File: config.mk
export PLATFORM = sky130hd
export DESIGN_NAME = spi_flash_arbiter
export DESIGN_NICKNAME = d
export VERILOG_FILES = /design/src/rtl/spi_flash_arbiter.sv
export SDC_FILE = /design/constraint.sdc
export NUM_CORES = 1
export LEC_CHECK = 0
export ABC_AREA = 1
export ABC_CLOCK_PERIOD_IN_PS = 2600
export CAP_MARGIN = 25
export CORE_ASPECT_RATIO = 1.5
export CORE_MARGIN = 2
export CORE_UTILIZATION = 45
export CTS_BUF_LIST = sky130_fd_sc_hd__clkbuf_4
export DETAILED_ROUTE_END_ITERATION = 8
export PLACE_DENSITY = 0.73
export SETUP_SLACK_MARGIN = 0.1
export SLEW_MARGIN = 15
export SYNTH_ARGS = -nofsm -noshare
export SYNTH_HDL_FRONTEND = slang
export SYNTH_SLANG_ARGS = --single-unit
File: constraint.sdc
create_clock -name clk -period 2.6 [get_ports clk]
set_input_delay 0.39 -clock clk [delete_from_list [all_inputs] [get_ports clk]]
set_output_delay 0.39 -clock clk [all_outputs]
set_load 0.03 [all_outputs]
File: src/rtl/spi_flash_arbiter.sv
// rtl/spi_flash_arbiter.sv - two-requester SPI flash pin arbiter with guard gap and idle-hold preemption
module spi_flash_arbiter #(
    parameter int unsigned GUARD_CYCLES  = 2,
    parameter int unsigned MAX_IDLE_HOLD = 4096
) (
    input  logic       clk,
    input  logic       reset_n,
    input  logic       a_req,
    input  logic       b_req,
    output logic       a_grant,
    output logic       b_grant,
    input  logic       a_spi_cs,
    input  logic       a_spi_sck,
    input  logic       a_spi_mosi,
    input  logic       b_spi_cs,
    input  logic       b_spi_sck,
    input  logic       b_spi_mosi,
    output logic       a_spi_miso,
    output logic       b_spi_miso,
    output logic       spi_cs,
    output logic       spi_sck,
    output logic       spi_mosi,
    input  logic       spi_miso,
    output logic [1:0] owner,
    output logic       preempt
);

    typedef enum logic [1:0] {
        IDLE  = 2'b00,
        OWN_A = 2'b01,
        OWN_B = 2'b10,
        GUARD = 2'b11
    } state_e;

    state_e      state_q, state_d;
    logic [3:0]  guard_cnt_q, guard_cnt_d;
    logic [15:0] idle_cnt_q, idle_cnt_d;
    logic        last_b_q, last_b_d;
    logic        armed_q;
    logic        preempt_q, preempt_d;
    logic        a_grant_q, b_grant_q;
    logic [1:0]  owner_q;
    logic        cs_q, cs_d, sck_q, sck_d, mosi_q, mosi_d;

    logic        own_req, own_cs, other_req, arb;
    logic [16:0] idle_inc;

    assign own_req   = (state_q == OWN_A) ? a_req    : b_req;
    assign own_cs    = (state_q == OWN_A) ? a_spi_cs : b_spi_cs;
    assign other_req = (state_q == OWN_A) ? b_req    : a_req;
    assign idle_inc  = {1'b0, idle_cnt_q} + 17'd1;

    always_comb begin
        state_d     = state_q;
        guard_cnt_d = '0;
        idle_cnt_d  = '0;
        last_b_d    = last_b_q;
        preempt_d   = 1'b0;
        arb         = 1'b0;
        case (state_q)
            IDLE: arb = armed_q;
            OWN_A, OWN_B: begin
                // An open command (cs low) always finishes before release or preemption
                if (!own_req && own_cs) begin
                    state_d = GUARD;
                end else if (own_cs && other_req) begin
                    if (idle_inc >= 17'(MAX_IDLE_HOLD)) begin
                        state_d   = GUARD;
                        preempt_d = 1'b1;
                    end else begin
                        idle_cnt_d = idle_inc[15:0];
                    end
                end
            end
            GUARD: begin
                if (guard_cnt_q == 4'(GUARD_CYCLES - 1)) arb = 1'b1;
                else guard_cnt_d = guard_cnt_q + 4'd1;
            end
            default: state_d = IDLE;
        endcase

        // Round-robin tie break; last owner is updated at grant time
        if (arb) begin
            if (a_req && (!b_req || last_b_q)) begin
                state_d  = OWN_A;
                last_b_d = 1'b0;
            end else if (b_req) begin
                state_d  = OWN_B;
                last_b_d = 1'b1;
            end else begin
                state_d  = IDLE;
            end
        end

        cs_d   = 1'b1;
        sck_d  = 1'b0;
        mosi_d = 1'b0;
        if (state_q == OWN_A && state_d == OWN_A) begin
            cs_d   = a_spi_cs;
            sck_d  = a_spi_sck;
            mosi_d = a_spi_mosi;
        end else if (state_q == OWN_B && state_d == OWN_B) begin
            cs_d   = b_spi_cs;
            sck_d  = b_spi_sck;
            mosi_d = b_spi_mosi;
        end
    end

    always_ff @(posedge clk or negedge reset_n) begin
        if (!reset_n) begin
            state_q     <= IDLE;
            guard_cnt_q <= '0;
            idle_cnt_q  <= '0;
            last_b_q    <= 1'b1;
            armed_q     <= 1'b0;
            preempt_q   <= 1'b0;
            a_grant_q   <= 1'b0;
            b_grant_q   <= 1'b0;
            owner_q     <= 2'b00;
            cs_q        <= 1'b1;
            sck_q       <= 1'b0;
            mosi_q      <= 1'b0;
        end else begin
            state_q     <= state_d;
            guard_cnt_q <= guard_cnt_d;
            idle_cnt_q  <= idle_cnt_d;
            last_b_q    <= last_b_d;
            armed_q     <= 1'b1;
            preempt_q   <= preempt_d;
            a_grant_q   <= (state_d == OWN_A);
            b_grant_q   <= (state_d == OWN_B);
            owner_q     <= (state_d == OWN_A) ? 2'b01 : (state_d == OWN_B) ? 2'b10 : 2'b00;
            cs_q        <= cs_d;
            sck_q       <= sck_d;
            mosi_q      <= mosi_d;
        end
    end

    assign a_grant    = a_grant_q;
    assign b_grant    = b_grant_q;
    assign owner      = owner_q;
    assign preempt    = preempt_q;
    assign spi_cs     = cs_q;
    assign spi_sck    = sck_q;
    assign spi_mosi   = mosi_q;
    assign a_spi_miso = a_grant_q & spi_miso;
    assign b_spi_miso = b_grant_q & spi_miso;

endmodule

; ---- Word level (Yosys, flattened, before mapping)
; Cells that the tools add are included.
[totals]
elab_cells = 67
out_inout_bits = 10
in_bits = 11
register_bits = 32
[classes]
bitwise_logic = 2
magnitude_cmp = 1
reduce_logical = 12
addsub = 2
n_mux = 32
eq_ne = 6
[op_table]
columns = op, count
row1 = 2-to-1 mux 16 bit, 4
row2 = 2-to-1 mux 2 bit, 9
row3 = adder 16 x 1 -> 17 bit (second input constant), 1
row4 = greater-or-equal comparator 17 x 13 -> 1 bit (second input constant), 1
row5 = 2-to-1 mux 1 bit, 16
row6 = 2-to-1 mux 4 bit, 2
row7 = equality test 2 bit (second input constant), 3
row8 = logical AND 1 bit, 5
row9 = adder 4 x 1 -> 4 bit (second input constant), 1
row10 = equality test 2 x 1 -> 1 bit (second input constant), 2
row11 = equality test 4 x 1 -> 1 bit (second input constant), 1
row12 = bitwise AND 1 bit, 2
row13 = zero test 1 bit, 2
row14 = zero test 2 bit, 1
row15 = case mux 1 bit (2 select lines), 1
row16 = AND reduction 2 bit, 1
row17 = nonzero test 2 bit, 1
row18 = OR reduction 2 bit, 1
row19 = logical OR 1 bit, 1

; ---- Longest topological paths before layout
; Gate-level depths: netlist of run 1.
[depth]
depth_word = 11
ltp_mapped = 15
mapped_depth_nobuf = 15

; ---- Least setup slack after synthesis of run 1
; Ideal clock, no wire load.
[synth_path]
kind = reg-to-reg
startpoint = register state_q[1]
endpoint = register cs_q, in the netlist spi_cs
required_ps = 2533
setup_ps = 67
n_path_buf = 0
path_slack_ps = 792
arrival_ps = 1741
path_stages_with_launch = 11
period_less_slack_ps = 1808
cell_sequence = dfrtp_1 inv_1 ha_1 inv_1 nand2_1 inv_1 o21ai_1 inv_1 nand4_1 nor2_1 nor2_1
[synth_via]
elab_chain_cells = 11
elab_cells_between_ends = 23
cone_classes = eq/ne (5) / mux (11) / reduce/logical (7)
[synth_rtl]
columns = item, line_no
row1 = from (decl), 35  ; state_e state_q, state_d;
row2 = from (signal assigned), 124  ; state_q <= state_d;
row3 = equality test 2 x 1 -> 1 bit, -
row4 = "2-to-1 mux 1 bit, on equally long branches", "49, 48, 50"
row5 = logical AND 1 bit / zero test 1 bit (equally long branches), "66, 64"
row6 = 2-to-1 mux 2 bit / logical AND 1 bit (equally long branches), "66, 64"
row7 = 2-to-1 mux 2 bit, 64  ; if (!own_req && own_cs) begin
row8 = 2-to-1 mux 2 bit, 60  ; case (state_q)
row9 = 2-to-1 mux 2 bit, 83  ; if (arb) begin
row10 = equality test 2 bit, 102  ; end else if (state_q == OWN_B && state_d == OWN_B) begin
row11 = logical AND 1 bit, 102
row12 = 2-to-1 mux 1 bit, 102
row13 = 2-to-1 mux 1 bit *, 98  ; if (state_q == OWN_A && state_d == OWN_A) begin
row14 = named net cs_d, 43  ; logic cs_q, cs_d, sck_q, sck_d, mosi_q, mosi_d;
row15 = to (signal assigned), 133  ; cs_q <= cs_d;
row16 = to (decl), 43
; The timed path passes the listed nets; every way through them passes the cells marked *.
; A chain may end at the register's enable or synchronous reset.

; ---- Final worst setup path of run 1
; Same ends and word-level chain as after synthesis.

==> results of run 1 <==
-- stage by stage --
step / area (µm²) / util, %
6_report: 1930 / 56.0
5_1_grt: 1930 / 56.0
4_1_cts: 1930 / 56.0
3_5_place_dp: 1880 / 54.4
3_3_place_gp: 1880 / 54.4
2_1_floorplan: 1640 / -
-- power by group through the flow --
| stage | Clock, W | Combinational, W | Sequential (W) |
|---|---|---|---|
| after floorplan | 0 | 0.000420 | 0.000642 |
| after global placement | 0 | 0.000629 | 0.000598 |
| after detailed placement | 0 | 0.000637 | 0.000600 |
| after CTS | 0.000290 | 0.000638 | 0.000591 |
| after global routing | 0.000304 | 0.000708 | 0.000603 |
| final | 0.000268 | 0.000627 | 0.000590 |
-- layout make-up --
type,count,area share (%)
Inverter,28,5.44
Clock buffer,6,2.33
Tap cell,42,2.72
Multi-Input combinational cell,139,39.2
Clock inverter,2,0.518
Sequential cell,30,39.0
Timing Repair Buffer,21,10.8
-- logic make-up after synthesis --
group                      share of synthesized area (%)
xor gates and xnor gates                            4.84
adders and majority gates                           5.38
other                                              0.461
AOI/OAI and AO/OA                                   5.30
buffers and inverters                               7.92
and+or+nand+nor                                     29.8
DFF                                                 46.3
-- worst max-delay path by stage --
stage	start	end	slack, ps	cells past startpoint
finish	state_q[1]	spi_cs	530	10
global route	state_q[0]	spi_cs	200	10
CTS	state_q[1]	spi_cs	520	10
detailed placement	b_spi_cs	idle_cnt_q[2]	460	7
global placement	b_spi_cs	idle_cnt_q[11]	520	7
floorplan	state_q[1]	spi_cs	790	10
-- state kept, by name, indices dropped and copies added (netlist names) --
signal / count
armed_q: 1
b_grant: 1
guard_cnt_q: 4
idle_cnt_q: 16
last_b_q: 1
owner: 1
preempt: 1
spi_cs: 1
spi_mosi: 1
spi_sck: 1
state_q: 2
-- layout by cell type (no fill, tap or decap), types with 5 or more instances in the layout --
cell and n:
clkdlybuf4s50_1 20, nand2_2 5, nor2_2 7, nand2_1 39, inv_1 26, xnor2_1 5
ha_1 7, nand4_1 10, nand3_1 7, conb_1 5, clkbuf_4 6, dfrtp_1 28
nor2_1 32
-- worst max-delay path, stage by stage (launching register included) --
cell     delay [ps]
dfrtp_1         400
inv_1            80
ha_1            440
inv_1           120
nand2_1         160
inv_1            60
o21ai_1         390
inv_1           110
nand4_1         110
nor2_1           40
nor2_1          100
-- layer usage --
metal	vias up	track usage, %	share of wire [%]
met5	-	0	0
met4	0	10.0	2.1
met3	4	4.62	3.2
met2	21	31.9	57
met1	604	16.4	38
li1	665	-	-
==> summary.md, run 1 <==
| Metric | Value |
|---|---|
| Period utilization | 79.5% |
| DIE WIDTH | ~53 µm |
| Data required time at the worst endpoint | 2870 ps |
| Post-synth EDFFs | 0 |
| Via count | roughly 1300 |
| Share of the synthesized area in the top cell type | a little over two fifths |
| Max-Cap Viols | 0 |
| Fin. Hold Viols | 0 |
| Worst r2r dst | spi_cs |
| Ys async rst share | 100% |
| Critical path arrival | roughly 2300 ps |
| Setup slack after placement | 458 ps |
| Internal Pwr Total | 0.000881 W |
| TritonCTS clock tree | yes |
| Cells after synthesis | 198 |
| Static leakage | between 0.8 and 0.9 nW |
| Switching pwr | between 0.0006 and 0.0007 W |
| Dpl cells | between 200 and 300 |
| Setup CP Type | reg2reg |
| Clk buf depth | 2 |
| Clock root buffer master | clkbuf_4 |
| CTS resizes | 0 |
| Clk Latency, worst-skew pair | around 330 ps |
| Synth top cells by count | nand2_1, nor2_1, dfrtp_1 |
| Total GRT Usage | 17.4% |
| Grt ovf | 0 |
| Post-Syn Area | roughly 1600 µm² |
| Wire per inst | about 11 µm |
| Synth top area cells | dfrtp_1, nand2_1, nor2_1, inv_1, ha_1 |
| Crit. End Element | flop |
| Initial antenna violation count | 0 |
| Post-synthesis sequential area ratio | between 40 and 50% |
| Flop pwr share | about 40% |
| Cell taking the most area after synthesis | dfrtp_1 |
| Num CTS Buffers | 5 |
| Fin crit period | slightly above 2000 ps |
| Seq cells post-synth | 30 |
| Critical path startpoint category | flop |
| Ys flop type | dfrtp_1 |
| Layout cell share with drive strength beyond 1 | 12.8% |
| Syn Area/Cell | between 8 and 9 µm² |
| Fmax | about 480 MHz |
| Register Area | 753 µm² |
| Postcts setup bufs | 0 |
| Largest net degree at the start of global routing | 31 |
| CTS H-Tree Depth | 2 |
| DP HPWL | approximately 2300 µm |
| Core box area | ~3400 µm² |
| Status | finished clean |
| Switching Fraction | between 40% and 50% |
| Final worst setup slack | approximately 530 ps |
| Hold Path Class | in2async |
| Hold-fix buffers at CTS | 0 |
| Die Ht | 77.7 µm |
| Total chip power | 0.00149 W |
| Total inserted antenna cells | 0 |
| Vias/cell | about 4.8 |
| R2r worst-path depth | 10 |
| Final cell count without fillers | 268 |
| Count leader, synth | nand2_1 |
| Setup TNS | 0 ps |
| Max FO, Critical Path | 5 |
| Maximum vdd drop | between 0.5 and 0.6 mV |
| Final Setup Violations | 0 |
| Clock network power share | approximately 18% |
| Sink Count | 30 |
| Total die area | slightly above 4000 µm² |
| Site Rows | 26 |
| Slew Viols, Final | 0 |
| Clock slew at reported path FFs | around 100 ps |
| Vias in the first global route | ~1300 |
| Ports | 21 |
| PortBufs | 20 |
| 1st-iter DRT viols | 37 |
| Nets | around 240 |
| Final Wtd Congestion | approximately 0.75 |
| Gate power share | roughly 42% |
| RSZ-0062 raised after global routing | false |
| Clock Skews | 14.2 ps |
| Area grow syn2layout | 18.6% |
| Detail Route Antenna Nets | 0 |
| Detailed Routing Iterations Pass 1 | 4 |
| # DRC | 0 |
| Area of the multi-input gates | about 760 µm² |
| WHS | ~430 ps |
| Routed WL | slightly below 3000 µm |
| Initial core utilization | a little under half |
| FF-to-FF setup slack | around 530 ps |
| First-pass GRT wire length | around 5200 µm |
| Synth unique cells | 27 |
| RR Startpoint | state_q[1] |
| Fillers | 343 |
| Number of synthesis warnings | 0 |
| Pwr/cell area | slightly below 800 nW/µm² |
No activity file was read; power rests on OpenSTA's default activity.
==> run 2, diff against run 1 <==
Settings changed: ABC_CLOCK_PERIOD_IN_PS 2600 to 2100.
Clock period 2.6 ns to 2.1 ns, I/O delays scaled along.
==> summary.md, run 2 (synthesis gave the netlist of run 1 again) <==
| Metric | Value |
|---|---|
| Status | finished clean |
| DP HPWL | 2380 µm (+3.8%) |
| RR Startpoint | state_q[0] |
| Fmax | approximately 540 MHz |
| Layout cell share with drive strength beyond 1 | 20.2% (+7.3 points) |
| Site Rows | 26 (unchanged) |
| Num CTS Buffers | 5 (unchanged) |
| Most common cell after layout, fill and taps aside | nand2_1 |
| Setup slack after placement | 169 ps (-289 ps) |
| Crit. End Element | output port |
| Clock root buffer master | clkbuf_4 |
| Max-Cap Viols | 0 (unchanged) |
| Fin crit period | ~1900 ps |
| DIE WIDTH | 53.1 µm (unchanged) |
| Hold Path Class | in2async |
| Max FFs per register | 16 (unchanged) |
| Maximum vdd drop | 0.647 mV (+12%) |
| Gate power share | 44.5% (+2.3 points) |
| First-pass GRT wire length | 5440 µm (+5.1%) |
| CP cell instances | clkdlybuf4s50_1 > nand2_1 > inv_1 > clkdlybuf4s50_1 |
| Setup TNS | 0 ps (unchanged) |
| Top reg by flops | idle_cnt_q |
| Nets | 250 (+2.9%) |
| Slowest CP cell | clkdlybuf4s50_1 |
| Setup CP Type | in2out |
| Routed WL | 3240 µm (+11%) |
| Die Ht | 77.7 µm (unchanged) |
| CP most frequent cell | clkdlybuf4s50_1 |
| Critical path startpoint category | input pin |
| Max FO, Critical Path | 2 (-3) |
| Clk buf depth | 2 (unchanged) |
| R2r worst-path depth | 11 (+1) |
| # DRC | 0 (unchanged) |
| Final Wtd Congestion | 0.763 (+1.4%) |
| Sink Count | 30 (unchanged) |
| Static leakage | 0.954 nW (+6.6%) |
| Launch point of the critical path | spi_miso |
| Switching pwr | 0.000800 W (+32%) |
| Total die area | 4120 µm² (unchanged) |
| Detailed Routing Iterations Pass 1 | 4 (unchanged) |
| Largest registers | idle_cnt_q x16, guard_cnt_q x4, state_q x2 |
| Grt ovf | 0 (unchanged) |
| Internal Pwr Total | 0.00113 W (+28%) |
| Wire per inst | 11.8 µm (+8.5%) |
| Most frequent cells in the layout | nand2_1, nor2_1, dfrtp_1 |
| Initial core utilization | 47.2% (unchanged) |
| Vias in the first global route | 1350 (+5.1%) |
| Area grow syn2layout | 25.5% |
| Crit-path max cell delay | 670 ps (+230 ps) |
| RSZ-0062 raised after global routing | true |
| Flop pwr share | 38.1% (-1.6 points) |
| Critical path arrival | 1550 ps (-780 ps) |
| TritonCTS clock tree | yes |
| CTS H-Tree Depth | 2 (unchanged) |
| Final Setup Violations | 0 (unchanged) |
| Clock Skews | 13.8 ps (-0.437 ps) |
| Core box area | 3450 µm² (unchanged) |
| Largest net degree at the start of global routing | 31 (unchanged) |
| Switching Fraction | 41.4% (+0.75 points) |
| Via count | 1340 (+3.6%) |
| Clock network power share | 17.3% (-0.7 points) |
| Period utilization | about nine tenths |
| Fin. Hold Viols | 0 (unchanged) |
| Vias/cell | 4.87 (+0.92%) |
| Detail Route Antenna Nets | 0 (unchanged) |
| Clk Latency, worst-skew pair | 330 ps (about the same) |
| Pwr/cell area | 944 nW/µm² (+23%) |
| Slew Viols, Final | 0 (unchanged) |
| Total inserted antenna cells | 0 (unchanged) |
| Worst r2r dst | spi_cs |
| PortBufs | 20 (unchanged) |
| 1st-iter DRT viols | 29 (-22%) |
| Clock slew at reported path FFs | 100 ps (about the same) |
| FF-to-FF setup slack | 260 ps (-270 ps) |
| Util after Layout | 59.3% (+3.3 points) |
| Total GRT Usage | 17.9% (+0.50 points) |
| Ports | 21 (unchanged) |
| Data required time at the worst endpoint | 1780 ps (-1090 ps) |
| Final worst setup slack | 234 ps (-300 ps) |
| Initial antenna violation count | 0 (unchanged) |
==> run 2: changes by cell type in the layout (fill, tap and decap cells not counted), sizes merged <==
cell  change
buf       +7
==> run 2: power groups by stage <==
stage,clock [W],sequential (W),combinational (W)
2_1_floorplan,0,0.000795,0.000520
3_3_place_gp,0,0.000743,0.000797
3_5_place_dp,0,0.000745,0.000816
4_1_cts,0.000348,0.000734,0.000818
5_1_grt,0.000377,0.000748,0.000943
6_report,0.000334,0.000736,0.000859
==> run 2: cell type report <==
| type | instances | area (µm²) |
|---|---|---|
| well taps | 42 | 52.6 |
| repair buffers | 28 | 260 |
| inverters | 28 | 105 |
| fillers | 319 | 1410 |
| clock buffers | 6 | 45.0 |
| multi-input cells | 139 | 818 |
| clock inverters | 2 | 8.76 |
| flip-flops and latches | 30 | 753 |
==> run 2: through the flow <==
stage                     power (W)  area (µm²)  hold WS, ps  instances
after floorplan             0.00131        1640         19.4        201
after global placement      0.00154        1890          443        262
after detailed placement    0.00156        1890          455        262
after CTS                   0.00190        1940          365        270
after global routing        0.00207        2040          384        275
final                       0.00193        2040          352        275
==> run 2: timing repair <==
item,in CTS,in global routing
gates resized for setup,0,17
hold buffers,0,0
setup endpoints to repair,0,9
hold endpoints to repair,0,0
setup buffers,0,5
==> run 2: how the worst max path moves through the flow <==
stage | slack (ps) | cells past startpoint | endpoint
after global routing | 80 | 13 | spi_sck
after CTS | 150 | 11 | spi_cs
after global placement | 180 | 11 | spi_cs
after floorplan | 290 | 10 | spi_cs
final | 230 | 4 | a_spi_miso
after detailed placement | 170 | 8 | idle_cnt_q[2]
==> run 2: worst max-delay path: cells and delay by family <==
kind,cells,cell delay (ps)
AND/OR/NAND/NOR,1,50
buffers and inverters,3,1190
==> run 2: routing by layer <==
metal	global-route usage (%)	wire length, µm	vias up
met5	0	0	-
met3	4.81	84	9
met2	31.4	1800	20
met1	18.7	1260	634
met4	9.23	99	0
li1	-	-	677
